==> src/rtl/universal_shift_register_param.sv <==
// Universal shift register: hold, parallel load, logical shifts with serial
// fill, lossless rotates, arithmetic shift right and synchronous clear.
// Also keeps a saturating count of shift/rotate operations and a registered
// zero flag that always agrees with Q in the same cycle.
module universal_shift_register_param #(
    parameter int                 WIDTH       = 8,
    parameter logic [WIDTH-1:0]   RESET_VALUE = {WIDTH{1'b0}},
    parameter int                 CNT_W       = 8
) (
    input  logic             Clk,
    input  logic             Rst_n,
    input  logic             En,
    input  logic [2:0]       Mode,
    input  logic [WIDTH-1:0] D,
    input  logic             SerInL,
    input  logic             SerInR,
    output logic [WIDTH-1:0] Q,
    output logic [WIDTH-1:0] notQ,
    output logic             Zero,
    output logic [CNT_W-1:0] ShiftCnt
);

    localparam logic [2:0] MODE_HOLD = 3'b000;
    localparam logic [2:0] MODE_LOAD = 3'b001;
    localparam logic [2:0] MODE_SHL  = 3'b010;
    localparam logic [2:0] MODE_SHR  = 3'b011;
    localparam logic [2:0] MODE_ROL  = 3'b100;
    localparam logic [2:0] MODE_ROR  = 3'b101;
    localparam logic [2:0] MODE_ASR  = 3'b110;
    localparam logic [2:0] MODE_CLR  = 3'b111;

    localparam logic [CNT_W-1:0] CNT_MAX = {CNT_W{1'b1}};
    localparam logic [CNT_W-1:0] CNT_ONE = {{(CNT_W-1){1'b0}}, 1'b1};

    logic [WIDTH-1:0] q_q, q_d;
    logic [CNT_W-1:0] cnt_q, cnt_d;
    logic             zero_q, zero_d;
    logic             is_shift;

    // Next register value selected by Mode; serial inputs only reach the
    // two logical shift arms.
    always_comb begin
        q_d = q_q;
        case (Mode)
            MODE_HOLD: q_d = q_q;
            MODE_LOAD: q_d = D;
            MODE_SHL:  q_d = {q_q[WIDTH-2:0], SerInL};
            MODE_SHR:  q_d = {SerInR, q_q[WIDTH-1:1]};
            MODE_ROL:  q_d = {q_q[WIDTH-2:0], q_q[WIDTH-1]};
            MODE_ROR:  q_d = {q_q[0], q_q[WIDTH-1:1]};
            MODE_ASR:  q_d = {q_q[WIDTH-1], q_q[WIDTH-1:1]};
            MODE_CLR:  q_d = RESET_VALUE;
        endcase
    end

    // Shift-event counter: saturates rather than wrapping, cleared by load
    // and clear, untouched by hold.
    always_comb begin
        is_shift = (Mode >= MODE_SHL) && (Mode <= MODE_ASR);
        cnt_d    = cnt_q;
        if (is_shift) begin
            if (cnt_q != CNT_MAX) begin
                cnt_d = cnt_q + CNT_ONE;
            end
        end else if ((Mode == MODE_LOAD) || (Mode == MODE_CLR)) begin
            cnt_d = '0;
        end
    end

    // Zero is computed from the next value so it lands on the same edge as Q.
    always_comb begin
        zero_d = (q_d == '0);
    end

    // State registers: async reset dominates, En gates every update.
    always_ff @(posedge Clk or negedge Rst_n) begin
        if (!Rst_n) begin
            q_q    <= RESET_VALUE;
            cnt_q  <= '0;
            zero_q <= (RESET_VALUE == '0);
        end else if (En) begin
            q_q    <= q_d;
            cnt_q  <= cnt_d;
            zero_q <= zero_d;
        end
    end

    assign Q        = q_q;
    assign notQ     = ~q_q;
    assign Zero     = zero_q;
    assign ShiftCnt = cnt_q;

endmodule

==> config.mk <==
export PLATFORM = sky130hd
export DESIGN_NAME = universal_shift_register_param
export DESIGN_NICKNAME = d
export VERILOG_FILES = /design/src/rtl/universal_shift_register_param.sv
export SDC_FILE = /design/constraint.sdc
export NUM_CORES = 1
export LEC_CHECK = 0
export BUFFER_PORTS_ARGS = -buffer_cell sky130_fd_sc_hd__buf_2
export CORE_ASPECT_RATIO = 0.7
export CORE_MARGIN = 2
export CORE_UTILIZATION = 34
export DETAILED_ROUTE_END_ITERATION = 8
export SKIP_CTS_REPAIR_TIMING = 1
export SKIP_LAST_GASP = 1
export SYNTH_ARGS = -nofsm -noshare
export SYNTH_HDL_FRONTEND = slang
export SYNTH_SLANG_ARGS = --single-unit
==> constraint.sdc <==
create_clock -name Clk -period 2.8 [get_ports Clk]
set_input_delay 0.28 -clock Clk [delete_from_list [all_inputs] [get_ports Clk]]
set_output_delay 0.28 -clock Clk [all_outputs]
set_load 0.01 [all_outputs]
==> impl_results.md <==
* Status: finished clean
* Final min period at 1.88 ns
* Hold WC Path Type: in -> reg
* Largest net degree at the start of global routing at 19
* Clk slew on worst S/H paths at 0.07 ns
* Crit Reg-Reg Endpoint: Zero
* CTS tree: built
* Register bit count reported by yosys at 17
* MaxCap Viol Count at 0
* Detail Placement HPWL at 2420 um
* Cell internal pwr at 500 uW
* Initial antenna violation count at 0
* DR pass1 iterations at 4
* Die Span Y at 52.9 um
* Power Density at 550 nW/um^2
* Min-Delay Startpoint: En
* Leak at 0.702 nW
* Initial Utilization at 36.2%
* Clock Power Share at 23.0%
* Worst Path Required at 2.96 ns
* Core Region at 3210 um^2
* Cells on worst reg2reg path at 6
* Critical path class: reg -> reg
* Final Setup Violations at 0
* Ports at 41
* Netlist cell types at 39
* CTS buffer count at 3
* Critical path launch point: Q[4]
* Layout cells sized above 1 at 29.9%
* First DRT Iteration DRCs at 93
* Final design utilization at 44.9%
* Fin. Hold Viols at 0
* Sw frac at 37.0%
* R2R setup slack at 0.92 ns
* IO Port Bufs at 40
* Switching power at 293 uW
* Sequential area share after synthesis at 36.7%
* WHS Path Cells at 2
* Worst clock skew at 0.00804 ns
* Clk buf depth at 2
* GP Congestion at 0.836
* Unrepaired setup endpoints after global routing: no
* Flop pwr share at 41.8%
* Worst Path Arrival at 2.04 ns
* CTS Sinks at 17
* Die X at 73.9 um
* Synthesis-to-finish area growth at 24.0%
* Fin crit share at 67.3%
* Slew Limit Fails at 0
* Comb pwr share at 35.3%
* Synth top area share at 34.4%
* Final antenna-violating net count at 0
* Final wirelength at 3040 um
* Die area at 3910 um^2
* FFs w/ async S/R, synth at 100%
* Mean post-synth cell area at 8.68 um^2
* Hold path endpoint: Q[4]
* Fmax at 0.531 GHz
* Max-slew headroom at 72.1%
* First-pass GRT wire length at 5150 um
* H-tree Lvls at 1
* Syn nets at 151
* Final setup TNS at 0 ns
* Slew @ Worst Pin at 0.419 ns
* Filler cells at 318
* ANT cells at 0
* Area leader, netlist: dfrtp_1
* CTS root buffer: clkbuf_8
* Max IR drop VDD at 0.257 mV
* Drc violations at 0
* Top post-synthesis cells by area: dfrtp_1 (34%), inv_1 (5.8%), a22oi_1 (5.2%)
* YS warnings at 0
* Wire per inst at 13.8 um
* Gate Count Post-Synth at 134
* Crit path max fanout at 5
* Startpoint types: flip-flop
* Most common cell in the netlist: inv_1
* DR vias/cell at 5.28
* Vias in the first global route at 1068
* Nets at 192
* DR vias at 1166
* Synth Cell Area at 1160 um^2
* GRT Total Usage at 17.3%
* Row cnt at 17
* Clock latency on the worst-skew pair at 0.25 ns
* Synth cell count leaders: inv_1 (18), dfrtp_1 (16), a22oi_1 (8), nor2_1 (8), nand2b_1 (7)
* Total gr overflow at 0
* Top_reg_cell synth: dfrtp_1
* EDFF count, synth at 0
* Worst r2r src: Q[4]
* Setup crit end kind: flip-flop
-- flip-flops by register name (all words and copies together) (netlist names) --
register and flops:
Q 8, ShiftCnt 8, Zero 1
-- area by class of cell --
type | count | area, um^2 | area share, %
repair buffers | 42 | 218 | 15.1
clock buffers | 3 | 41.3 | 2.86
flip-flops and latches | 17 | 427 | 29.6
multi-input cells | 93 | 626 | 43.4
well taps | 47 | 58.8 | 4.08
clock inverters | 1 | 5.00 | 0.347
inverters | 18 | 67.6 | 4.68
-- worst max path at each step --
stage                 to  slack (ns)  cells past startpoint
floorplan           Zero        1.02                      6
global placement    Zero        0.79                      7
detailed placement  Zero        0.73                      7
CTS                 Zero        0.92                      6
global route        Zero        0.82                      6
finish              Zero        0.92                      6
-- routing by layer --
metal  wire (um)  up-vias  track usage, %  part of all wire (%)
li1            -      572               -                     -
met1        1470      558            24.9                    48
met2        1400       36            25.3                    46
met3         170        0            5.90                   5.6
met4           0        0            2.73                     0
met5           0        -               0                     0
-- worst max-delay path, cell delays in order, from the launching register on --
cell and delay, ns:
dfrtp_1 0.42, nand2b_1 0.17, a22o_1 0.21, a221o_1 0.29, a22oi_1 0.19, o2111ai_1 0.15, o41ai_2 0.36
-- kinds of logic after synthesis --
| family | after synthesis | share of synthesized area, % |
|---|---|---|
| and+or+nand+nor | 42 | 19.0 |
| adders and majority gates | 2 | 1.94 |
| DFF | 17 | 36.7 |
| xor gates and xnor gates | 4 | 3.01 |
| buffers and inverters | 24 | 9.57 |
| muxes | 2 | 1.72 |
| AOI/OAI and AO/OA | 43 | 28.1 |
-- through the flow --
stage	hold slack (ns)	std cells	worst slack, ns	power, mW	cell area (um^2)
floorplan	-0.0156	134	1.02	0.500	1160
global placement	0.222	216	0.794	0.610	1390
detailed placement	0.228	216	0.732	0.613	1390
CTS	-0.0516	220	0.922	0.797	1430
global route	0.387	221	0.824	0.849	1440
finish	0.383	221	0.916	0.793	1440
-- power by group through the flow --
stage	Combinational (mW)	Sequential, mW	Clock, mW
2_1_floorplan	0.161	0.339	0
3_3_place_gp	0.276	0.334	0
3_5_place_dp	0.279	0.334	0
4_1_cts	0.280	0.329	0.187
5_1_grt	0.310	0.337	0.202
6_report	0.280	0.331	0.182
-- layout by cell type, fill, tap and decap left out, types with 2 or more instances in the layout --
cell type  count
inv_1         18
nor3_1         5
o2111ai_1      2
or3_1          3
nand2b_1       7
nor2b_1        2
nor4_1         2
nor2_2         3
a221o_1        5
xnor2_1        4
a22o_1         5
dfrtp_1       16
o21ai_0        5
clkbuf_8       3
buf_2         40
o22ai_1        4
nand3_1        3
nand2_1        5
a22oi_1        8
a21oi_1        6
mux2i_1        2
nor2_1         8
Note: power is estimated with default switching activity, not from simulation.
